[src/rtl/shake_pkg.sv]
`default_nettype none
// ============================================================================
//  Package     : shake_pkg
//  Description : Shared SHAKE absorb constants, state encoding and helpers.
//  Revision    : 1.0 - initial release
// ============================================================================
package shake_pkg;

    localparam int         RATE_WORDS_128 = 21;
    localparam int         RATE_WORDS_256 = 17;
    localparam logic [7:0] PAD_DS         = 8'h1F;
    localparam logic [7:0] PAD_END        = 8'h80;

    typedef enum logic [2:0] {
        ST_IDLE       = 3'd0,
        ST_ABSORB     = 3'd1,
        ST_PAD_WORD   = 3'd2,
        ST_ZERO_FILL  = 3'd3,
        ST_BLOCK_WAIT = 3'd4
    } absorb_state_t;

    function automatic logic [4:0] rate_of(input logic mode);
        return mode ? 5'(RATE_WORDS_256) : 5'(RATE_WORDS_128);
    endfunction

endpackage
`default_nettype wire

[src/rtl/absorb_pad_gen.sv]
`default_nettype none
// ============================================================================
//  Module      : absorb_pad_gen
//  Description : Masks a partial final word and inserts the SHAKE padding.
//  Revision    : 1.0 - initial release
// ============================================================================
module absorb_pad_gen
    import shake_pkg::*;
(
    input  logic [63:0] word,
    input  logic [2:0]  last_bytes,
    input  logic        is_last,
    input  logic        is_final_slot,
    output logic [63:0] padded
);

    // A full final word (last_bytes == 0) passes through; its padding
    // follows in a separate word.
    always_comb begin
        padded = word;
        if (is_last && (last_bytes != 3'd0)) begin
            for (int b = 0; b < 8; b++) begin
                if (b > int'(last_bytes)) begin
                    padded[b*8 +: 8] = 8'h00;
                end else if (b == int'(last_bytes)) begin
                    padded[b*8 +: 8] = PAD_DS;
                end
            end
            if (is_final_slot) begin
                padded[63:56] = padded[63:56] | PAD_END;
            end
        end
    end

endmodule
`default_nettype wire

[src/rtl/absorb_fsm.sv]
`default_nettype none
// ============================================================================
//  Module      : absorb_fsm
//  Description : SHAKE128/256 message absorb sequencer feeding a rate buffer.
//  Revision    : 1.0 - initial release
// ============================================================================
module absorb_fsm
    import shake_pkg::*;
(
    input  logic        clk,
    input  logic        rst,
    input  logic        mode,
    input  logic [63:0] data_in,
    input  logic        valid_in,
    input  logic        last_in,
    input  logic [2:0]  last_bytes,
    output logic        ready_out,
    output logic        buf_we,
    output logic [63:0] buf_data,
    output logic [4:0]  buf_idx,
    output logic        block_valid,
    input  logic        block_ack,
    output logic        last_block
);

    absorb_state_t r_state, w_state_nxt;
    logic [4:0]    r_idx, w_idx_nxt;
    logic [4:0]    r_rate, w_rate_nxt;
    logic          r_pad_pending, w_pad_nxt;
    logic          r_last_block, w_last_nxt;

    logic [4:0]    w_rate;
    logic          w_final;
    logic [63:0]   w_pad_word;

    // The first word of a message is judged against the rate it is about to latch.
    assign w_rate  = (r_state == ST_IDLE) ? rate_of(mode) : r_rate;
    assign w_final = (r_idx == (w_rate - 5'd1));

    absorb_pad_gen u_pad_gen (
        .word          (data_in),
        .last_bytes    (last_bytes),
        .is_last       (last_in),
        .is_final_slot (w_final),
        .padded        (w_pad_word)
    );

    always_ff @(posedge clk or posedge rst) begin
        if (rst) begin
            r_state       <= ST_IDLE;
            r_idx         <= 5'd0;
            r_rate        <= 5'(RATE_WORDS_128);
            r_pad_pending <= 1'b0;
            r_last_block  <= 1'b0;
        end else begin
            r_state       <= w_state_nxt;
            r_idx         <= w_idx_nxt;
            r_rate        <= w_rate_nxt;
            r_pad_pending <= w_pad_nxt;
            r_last_block  <= w_last_nxt;
        end
    end

    always_comb begin
        w_state_nxt = r_state;
        w_idx_nxt   = r_idx;
        w_rate_nxt  = r_rate;
        w_pad_nxt   = r_pad_pending;
        w_last_nxt  = r_last_block;
        ready_out   = 1'b0;
        buf_we      = 1'b0;
        buf_data    = 64'd0;
        block_valid = 1'b0;

        case (r_state)
            ST_IDLE, ST_ABSORB: begin
                ready_out = 1'b1;
                if (valid_in) begin
                    buf_we   = 1'b1;
                    buf_data = w_pad_word;
                    if (r_state == ST_IDLE) begin
                        w_rate_nxt = w_rate;
                    end
                    if (w_final) begin
                        w_state_nxt = ST_BLOCK_WAIT;
                        w_last_nxt  = last_in && (last_bytes != 3'd0);
                        w_pad_nxt   = last_in && (last_bytes == 3'd0);
                    end else begin
                        w_idx_nxt = r_idx + 5'd1;
                        if (!last_in) begin
                            w_state_nxt = ST_ABSORB;
                        end else if (last_bytes != 3'd0) begin
                            w_state_nxt = ST_ZERO_FILL;
                        end else begin
                            w_pad_nxt   = 1'b1;
                            w_state_nxt = ST_PAD_WORD;
                        end
                    end
                end
            end

            ST_PAD_WORD: begin
                buf_we    = 1'b1;
                buf_data  = {56'd0, PAD_DS};
                w_pad_nxt = 1'b0;
                if (w_final) begin
                    buf_data[63:56] = PAD_END;
                    w_last_nxt      = 1'b1;
                    w_state_nxt     = ST_BLOCK_WAIT;
                end else begin
                    w_idx_nxt   = r_idx + 5'd1;
                    w_state_nxt = ST_ZERO_FILL;
                end
            end

            ST_ZERO_FILL: begin
                buf_we = 1'b1;
                if (w_final) begin
                    buf_data    = {PAD_END, 56'd0};
                    w_last_nxt  = 1'b1;
                    w_state_nxt = ST_BLOCK_WAIT;
                end else begin
                    w_idx_nxt = r_idx + 5'd1;
                end
            end

            ST_BLOCK_WAIT: begin
                block_valid = 1'b1;
                if (block_ack) begin
                    w_idx_nxt = 5'd0;
                    if (r_pad_pending) begin
                        w_state_nxt = ST_PAD_WORD;
                    end else if (r_last_block) begin
                        w_last_nxt  = 1'b0;
                        w_state_nxt = ST_IDLE;
                    end else begin
                        w_state_nxt = ST_ABSORB;
                    end
                end
            end

            default: begin
                w_state_nxt = ST_IDLE;
                w_idx_nxt   = 5'd0;
            end
        endcase
    end

    assign buf_idx    = r_idx;
    assign last_block = (r_state == ST_BLOCK_WAIT) && r_last_block;

endmodule
`default_nettype wire

[config.mk]
export PLATFORM = sky130hd
export DESIGN_NAME = absorb_fsm
export DESIGN_NICKNAME = d
export VERILOG_FILES = /design/src/rtl/shake_pkg.sv /design/src/rtl/absorb_pad_gen.sv /design/src/rtl/absorb_fsm.sv
export SDC_FILE = /design/constraint.sdc
export NUM_CORES = 1
export LEC_CHECK = 0
export ABC_AREA = 1
export ABC_CLOCK_PERIOD_IN_PS = 3100
export CORE_UTILIZATION = 52
export CTS_CLUSTER_DIAMETER = 30
export DETAILED_ROUTE_END_ITERATION = 10
export DONT_BUFFER_PORTS = 1
export HOLD_SLACK_MARGIN = 0.12
export PLACE_DENSITY = 0.71
export SYNTH_ARGS = -nofsm -noshare
export SYNTH_HDL_FRONTEND = slang
export SYNTH_HIERARCHICAL = 1
export SYNTH_SLANG_ARGS = --single-unit
[constraint.sdc]
create_clock -name clk -period 3.1 [get_ports clk]
set_clock_uncertainty 0.05 [all_clocks]
set_input_delay 0.93 -clock clk [delete_from_list [all_inputs] [get_ports clk]]
set_output_delay 0.93 -clock clk [all_outputs]
set_load 0.05 [all_outputs]
# After elaboration in Yosys (flattened, before gate mapping)
# Index checks and enable logic that the tools add are counted.
# classes
n_reduce_logical	16
div	0
eq_ne	20
bitwise	0
shift	0
n_addsub	2
order_cmp	7
n_mul	0
n_mux	52
# op_table
op	count
64-bit two-way mux	3
64-bit case mux with 3 select lines	1
8-bit two-way mux	17
5-bit two-way mux	4
3-bit two-way mux	6
5-bit case mux with 3 select lines	1
1-bit two-way mux	14
3-bit == test, first input constant	4
3-bit > comparator, first input constant	4
3-bit case mux with 4 select lines	1
3-bit zero test	3
2-bit by 3-bit == test with 1-bit output, first input constant	2
3-bit by 2-bit == test with 1-bit output, second input constant	2
2-bit by 3-bit > comparator with 1-bit output, first input constant	2
2-bit by 1-bit != test with 1-bit output, second input constant	3
2-bit != test, second input constant	3
3-bit by 2-bit != test with 1-bit output, second input constant	2
3-bit AND reduction	2
6-bit AND reduction	1
3-bit nonzero test	2
5-bit by 1-bit adder with 5-bit output, second input constant	1
5-bit == test	1
5-bit by 1-bit subtractor with 5-bit output, second input constant	1
2-bit two-way mux	2
11 further kinds	15
# word_totals
rom_bits	0
reg_bits	15
elab_cells	102
inputBits	73
ramBits	0
latch_bits	0
memories	0
out_inout_bits	73

# Logic depth before layout (Yosys ltp)
# Gate-level depths: netlist of the first run.
# depth
depth_word	8
mapped_depth	18
depth_no_buf	17

# Modules after synthesis
# The synthesis of the first run kept the hierarchy.
# modules_own_cells
module	area_per_inst_um2	seq_area_each_um2	cells_each	n_inst
absorb_fsm	1560.2	379.1	293	1
absorb_pad_gen	685.7	0.0	169	1

# Least setup slack after synthesis of the first run
# Ideal clock, no wire load.
# synth_timing
kind	register to output
start	register r_state[2]
end	output port buf_data[63]
arrival_time_ps	3097
path_slack_ps	-977
path_buffers	1
path_stages_with_launch	14
required_ps	2120
path_cell_list	dfrtp_1 > nor2_4 > nand2_4 > nand2_1 > inv_1 > ha_1 > xor2_1 > nand2_1 > nor2_1 > nand2_1 > nor2_2 > nand3_2 > buf_6 > o21ai_0
# synth_between
elab_chain_cells	8
elab_cells_between_ends	14
classes_between	1 x add/sub; 4 x eq/ne; 7 x mux; 2 x reduce/logical
# synth_rtl
element	line	source
start: declaration	absorb_fsm.sv:26	absorb_state_t r_state, w_state_nxt;
start signal: assignment	absorb_fsm.sv:56	r_state <= w_state_nxt;
3-bit zero test	absorb_fsm.sv:37, absorb_fsm.sv:75	
5-bit two-way mux	absorb_fsm.sv:37	assign w_rate = (r_state == ST_IDLE) ? rate_of(mode) : r_rate;
5-bit by 1-bit subtractor with 5-bit output	absorb_fsm.sv:38	assign w_final = (r_idx == (w_rate - 5'd1));
5-bit == test	absorb_fsm.sv:38	
8-bit two-way mux	absorb_pad_gen.sv:29	if (is_final_slot) begin
64-bit two-way mux	absorb_pad_gen.sv:21	if (is_last && (last_bytes != 3'd0)) begin
64-bit two-way mux	absorb_fsm.sv:78	if (valid_in) begin
64-bit case mux with 3 select lines *	absorb_fsm.sv:75	case (r_state)
end: declaration	absorb_fsm.sv:19	output logic [63:0] buf_data,
# Mark *: on every way between the ends. The rest lies on a longest branch, timed or not.

# Worst setup path after layout of the first run
# layout_timing
start	register r_state[1]
end	output port buf_data[63]
# layout_between
elab_chain_cells	8
elab_cells_between_ends	14
classes_between	1 x add/sub; 4 x eq/ne; 7 x mux; 2 x reduce/logical
# layout_rtl
element	line	source
3-bit zero test	absorb_fsm.sv:37	
5-bit two-way mux	absorb_fsm.sv:37	
5-bit by 1-bit subtractor with 5-bit output	absorb_fsm.sv:38	
5-bit == test	absorb_fsm.sv:38	
net w_final	absorb_fsm.sv:33	logic w_final;
8-bit two-way mux	absorb_pad_gen.sv:29	
64-bit two-way mux	absorb_pad_gen.sv:21	
net w_pad_word[63]	absorb_fsm.sv:34	logic [63:0] w_pad_word;
64-bit two-way mux	absorb_fsm.sv:78	
64-bit case mux with 3 select lines	absorb_fsm.sv:75	
# The timed path passes the listed nets, and every way through them passes these cells.

==> results.toml, run 1 <==
[clocking]
root_buffer = "clkbuf_8"
clk_pin_slew_ns = 0.06
ctsHtreeMaxLevel = 1
cts_made_buffers = 3
cts.path.max_buffers = 2
cts_tree = "built"
cts_sinks = 15
clkLatencyLatePin_ns = 0.26
hold_buffers = 0

[pwr]
vdd_drop_max_v = 0.00109
power_density_nw_per_um2 = 872
p_leak_nw = 1.91

[placed_design]
gp_congestion = 0.905
detailedPlace.worstSlack_ns = -0.0144
placed_area_um2 = 3230
io_buffers = 0
dp_hpwl_mm = 5.35

[synth]
synthCells = 462
yosysSeqAreaShare_pct = 16.9
syn_area_um2 = 2250
syn_nets = 537
synth_cell_types = 28
yosysWarningCount = 6
synth-seq-cells = 15
avgSynthCellArea_um2 = 4.86

[final_layout]
mostFrequentLayoutCell = "nand2_1"
diodes = 0
final_cell_mix = "nand2_1 (172), inv_1 (74), nor2_1 (62), buf_4 (37), buf_12 (28)"
syn_to_final_growth_pct = 49.1
fin_nets = 586
final_cell_area_um2 = 3350
drive_gt1_share_pct = 27.6

[routing]
antenna_left = 0
num_vias = 2863
drtIter0Drc = 180
drt-wirelength-per-cell_um = 13.0
remaining_drc_errors = 0
dr.pass1.iters = 5
vias_per_cell = 5.11
drt_wl_total_mm = 7.27

[floorplan]
initial_utilization_pct = 55.0
fp.dieArea_um2 = 4590
fp.dieW_um = 67.7
core_area_um2 = 4090
rows = 23
die_h_um = 67.7
ios = 146

[min_path]
min_from = "r_pad_pending"
hp-class = "register to register"
whs_endpoint = "r_pad_pending"
whs_path_depth = 2

[worst_setup_path]
slowest_stage = "dfrtp_1"
crit_type = "register to primary output"
arrival_ns = 2.32
cpLargestDelayFamily = "simple AND/OR/NAND/NOR gates"
crit_fanout = 4
r2r-end = "buf_idx[2]"
r2r_start = "r_state[1]"
cp_num_buf_inv = 2
cp_slowest_stage_delay_ns = 0.41
cp-start-kind = "register"
end_kind = "primary output"
cp.required_ns = 2.12
critPathLaunch = "r_state[1]"
r2r_slack_ns = 0.60
r2r_cells = 17
crit_chain = "nor2_4 > nand2_4 > nand2_4 > inv_4 > ha_4 > xor2_2 > nand2_1 > nor2_1 > nand2_1 > nor2_2 > nand3_2 > inv_2 > nand3_2 > nand2_2 > nand2_2 > o21ai_4"

[global_route]
antenna_found_initial = 0
grt_max_degree = 61
track_usage_pct = 30.0
gr-total-overflow = 0
grt_pass1_wl_mm = 10.5
grt_pass1_vias = 2427

[sta]
final.period_utilization_pct = 107
setup_viol = 1
grt_setup_unrepaired = "yes"
drv_slew = 0
relSlewSlack_pct = 53.7
timing.fmax_mhz = 303
finalHoldViolCount = 0
period_needed_ns = 3.30
final.setup.worst_slack_ns = -0.205
worst_pin_slew_ns = 0.695

[status]
violations = "setup timing"
status = "complete, but fails checks"

[run]
drv_cap = 0
state kept, by name (all words and copies together), names as in the netlist:
signal,cells
r_last_block,1
r_rate,5
r_pad_pending,1
buf_idx,5
r_state,3
kinds of logic (layout without fill, tap and decap cells):
family                   count (synthesis)  count (layout)  synth area share, %
AO/OA/AOI/OAI                           22              22                 5.01
XOR/XNOR                                 4               4                 1.56
adder cells (fa/ha/maj)                  2               2                 1.11
buffers and inverters                  105             153                 18.3
flip-flops                              15              15                 16.9
AND/OR/NAND/NOR                        314             314                 57.2
per-stage QoR:
step | power (mW) | setup TNS [ns] | util, % | hold slack [ns] | cells
2_1_floorplan | 1.97 | -1.16 | - | 0.409 | 462
3_3_place_gp | 2.66 | 0 | 78.9 | 0.431 | 552
4_1_cts | 2.90 | -0.261 | 81.4 | 0.456 | 560
5_1_grt | 3.08 | -0.551 | 81.9 | 0.495 | 560
3_5_place_dp | 2.69 | -0.0144 | 78.9 | 0.439 | 552
6_report | 2.92 | -0.205 | 81.9 | 0.452 | 560
power by group:
group          total [mW]  switching, mW  internal (mW)  leakage [nW]
combinational        2.44           1.66          0.775          1.70
clock               0.169         0.0799         0.0894        0.0255
sequential          0.313         0.0489          0.264         0.185
area by class of cell:
cell class	instances	area, µm²
Clock inverter	1	5.00
Sequential cell	15	379
Multi-Input combinational cell	342	1680
Timing Repair Buffer	68	872
Clock buffer	3	41.3
Fill cell	295	738
Inverter	81	308
Tap cell	50	62.6
timing repair:
action	in CTS	in global routing
pin swaps	9	5
gates cloned	0	0
hold endpoints to repair	0	0
setup buffers	4	0
gates resized for setup	6	6
endpoints found under the setup margin	2	6
how the worst max path moves through the flow:
stage	slack, ns	to	cells past startpoint
2_1_floorplan	-0.27	buf_data[63]	17
3_3_place_gp	0.12	buf_data[63]	16
3_5_place_dp	-0.01	buf_data[63]	16
4_1_cts	-0.26	buf_data[63]	13
5_1_grt	-0.32	buf_data[63]	16
6_report	-0.20	buf_data[63]	16
worst register-to-register path, cell delays in order, from the launching register on:
cell and delay (ns):
dfrtp_1 0.41, nor2_4 0.16, nand2_4 0.08, nand2_4 0.08, inv_4 0.04, ha_4 0.26, xor2_2 0.12, nand2_1 0.07
nor2_1 0.08, nand2_1 0.08, nor2_2 0.09, nand3_2 0.11, buf_4 0.15, buf_4 0.16, nor2_1 0.14, nor2_2 0.12
nand3_1 0.11, o21ai_0 0.08
per-layer routing:
layer  track usage [%]  wire (µm)
met1              34.0       2690
met2              55.1       3750
met3              6.25        674
met4              9.57        155
met5                 0          0
synthesized netlist by cell type, drive strengths merged:
cell | number | area (µm²)
a21oi | 10 | 50.1
buf | 5 | 35.0
clkbuf | 19 | 71.3
clkinv | 1 | 3.75
dfrtp | 12 | 300
dfstp | 3 | 78.8
ha | 2 | 25.0
inv | 80 | 300
nand2 | 180 | 698
nand3 | 22 | 120
nand3b | 1 | 7.51
nor2 | 103 | 399
nor3 | 2 | 21.3
o21ai | 11 | 55.1
o31ai | 1 | 7.51
or2 | 6 | 37.5
xor2 | 4 | 35.0
Power figures use the tool's default switching activity.
==> run 2: changes to the inputs <==
--- a/config.mk
+++ b/config.mk
@@ -7,12 +7,12 @@
 export LEC_CHECK = 0
 export ABC_AREA = 1
 export ABC_CLOCK_PERIOD_IN_PS = 3100
-export CORE_UTILIZATION = 52
+export CORE_UTILIZATION = 34
+export CTS_BUF_LIST = sky130_fd_sc_hd__clkbuf_8 sky130_fd_sc_hd__clkbuf_16
 export CTS_CLUSTER_DIAMETER = 30
 export DETAILED_ROUTE_END_ITERATION = 10
-export DONT_BUFFER_PORTS = 1
 export HOLD_SLACK_MARGIN = 0.12
-export PLACE_DENSITY = 0.71
+export PLACE_DENSITY = 0.8
 export SYNTH_ARGS = -nofsm -noshare
 export SYNTH_HDL_FRONTEND = slang
 export SYNTH_HIERARCHICAL = 1
==> results.toml, run 2 (synthesized netlist as in run 1, its figures left out) <==
[worst_setup_path]
crit_chain = "nor2_4 > nand2_4 > nand2_2 > inv_2 > ha_4 > xor2_2 > nand2_1 > nor2_1 > nand2_1 > nor2_2 > nand3_2 > inv_2 > nand3_2 > nand2_2 > nand2_2 > o21ai_4 > buf_12"
crit_top_cell = "nand2_2"
cp-start-kind = "register"
arrival_ns = 2.33
cp_slowest_stage_delay_ns = 0.42
cp.required_ns = 2.12
end_kind = "primary output"
slowest_stage = "dfrtp_1"
crit_fanout = 4
crit_type = "register to primary output"

[status]
violations = "setup timing"
status = "complete, but fails checks"

[clocking]
cts_tree = "built"
clkLatencyLatePin_ns = 0.25
root_buffer = "clkbuf_8"
cts.path.max_buffers = 2
cts_made_buffers = 3
cts_sinks = 15
clk_pin_slew_ns = 0.06
ctsHtreeMaxLevel = 1

[placed_design]
dp_hpwl_mm = 7.10
gp_congestion = 0.854
place_inst = 679
io_buffers = 145

[sta]
finalHoldViolCount = 0
relSlewSlack_pct = 61.8
final.setup.worst_slack_ns = -0.210
final.period_utilization_pct = 107
setup_viol = 1
period_needed_ns = 3.31
worst_pin_slew_ns = 0.572
drv_slew = 0
grt_setup_unrepaired = "yes"
timing.fmax_mhz = 302

[pwr]
pwr-share-comb_pct = 86.0
sw_frac_of_total_pct = 55.7
p_int_mw = 1.54
vdd_drop_max_v = 0.000911
p_sw_mw = 1.93
power_density_nw_per_um2 = 712
p_clk_share_pct = 4.7
p_leak_nw = 2.50
pwr-share-seq_pct = 9.4

[floorplan]
rows = 29
fp.dieArea_um2 = 6930
fp.dieW_um = 83.3
core_area_um2 = 6350
ios = 146
die_h_um = 83.3
initial_utilization_pct = 35.4

[global_route]
grt_pass1_vias = 3098
grt_max_degree = 60
gr-total-overflow = 0
track_usage_pct = 25.2
grt_pass1_wl_mm = 14.4
antenna_found_initial = 0

[routing]
remaining_drc_errors = 0
drt-wirelength-per-cell_um = 13.0
vias_per_cell = 4.82
drtIter0Drc = 212
drt_wl_total_mm = 8.96
antenna_left = 0
dr.pass1.iters = 5
num_vias = 3312

[final_layout]
fill_cells = 420
mostFrequentLayoutCell = "nand2_1"
drive_gt1_share_pct = 31.8
final_cell_mix = "nand2_1 (165), inv_1 (74), clkdlybuf4s50_1 (72), buf_12 (67), nor2_1 (45)"
diodes = 0
fin_util_pct = 76.8
syn_to_final_growth_pct = 117
fin_nets = 686
fin_cells = 687

[run]
drv_cap = 0

[min_path]
hp-class = "register to register"
==> run 2: cell count changes in the layout (fill, tap and decap cells not counted), sizes merged <==
cell	delta
clkinv	-1
buf	+24
inv	+1
clkbuf	+2
dlygate4sd2	+1
dlymetal6s2s	+1
clkdlybuf4s50	+72
==> run 2: metrics by stage <==
step           area [µm²]  power (mW)  TNS [ns]  hold WS (ns)  worst slack (ns)
4_1_cts              4860        3.46    -0.442         0.454            -0.290
3_5_place_dp         4690        3.22    -17.60         0.440            -0.436
6_report             4880        3.47    -0.210         0.451            -0.210
3_3_place_gp         4690        3.17    -14.81         0.427            -0.344
2_1_floorplan        2440        1.97     -1.16         0.409            -0.274
5_1_grt              4880        3.64    -0.375         0.481            -0.348
==> run 2: area by class of cell <==
type,count,area [µm²],area share [%]
Tap cell,77,96.3,1.97
Timing Repair Buffer,168,2280,46.8
Sequential cell,15,379,7.77
Clock inverter,1,3.75,0.0769
Multi-Input combinational cell,342,1770,36.3
Inverter,81,308,6.31
Clock buffer,3,41.3,0.846
==> run 2: path summary, 6_finish.rpt <==
kind                          startpoint             to  slack (ns)  cells past startpoint
setup / recovery              r_state[1]   buf_data[63]       -0.21                     17
hold / removal             r_pad_pending  r_pad_pending        0.45                      2
setup reg to reg              r_state[1]     buf_idx[3]        0.63                     16
hold reg to reg            r_pad_pending  r_pad_pending        0.45                      2
max in group asynchronous            rst     r_state[2]        1.64                      2
min in group asynchronous            rst     buf_idx[4]        0.98                      2
==> run 2: worst max-delay path, delay by kind of cell, from the launching register on <==
family          cells  cell delay [ns]
simple gates       11             0.90
flops               1             0.42
buf+inv             3             0.25
compound gates      1             0.09
xor+xnor            1             0.13
fa+ha+maj           1             0.27
==> run 2: repair_timing <==
action,CTS,global route
setup buffers,3,1
hold buffers,0,0
pin swaps,31,8
gates resized for setup,48,14
endpoints found under the setup margin,56,53
==> run 2: power groups by stage <==
stage	combinational [mW]	sequential [mW]	clock, mW
after floorplan	1.57	0.406	0
after global placement	2.85	0.321	0
after detailed placement	2.90	0.325	0
after CTS	2.97	0.322	0.160
after global routing	3.13	0.333	0.174
final	2.99	0.326	0.162
==> run 2: layer usage <==
layer / track usage [%] / up-vias / routed length (µm)
met2: 48.4 / 143 / 4770
met3: 4.27 / 26 / 554
li1: - / 1637 / -
met4: 8.31 / 0 / 311
met1: 27.6 / 1506 / 3330
met5: 0 / - / 0
==> run 3: changes to the inputs <==
--- a/config.mk
+++ b/config.mk
@@ -11,7 +11,6 @@
 export CTS_BUF_LIST = sky130_fd_sc_hd__clkbuf_8 sky130_fd_sc_hd__clkbuf_16
 export CTS_CLUSTER_DIAMETER = 30
 export DETAILED_ROUTE_END_ITERATION = 10
-export HOLD_SLACK_MARGIN = 0.12
 export PLACE_DENSITY = 0.8
 export SYNTH_ARGS = -nofsm -noshare
 export SYNTH_HDL_FRONTEND = slang
==> results of run 3 <==
The final DEF is identical to that of run 2; final timing and power are the same.
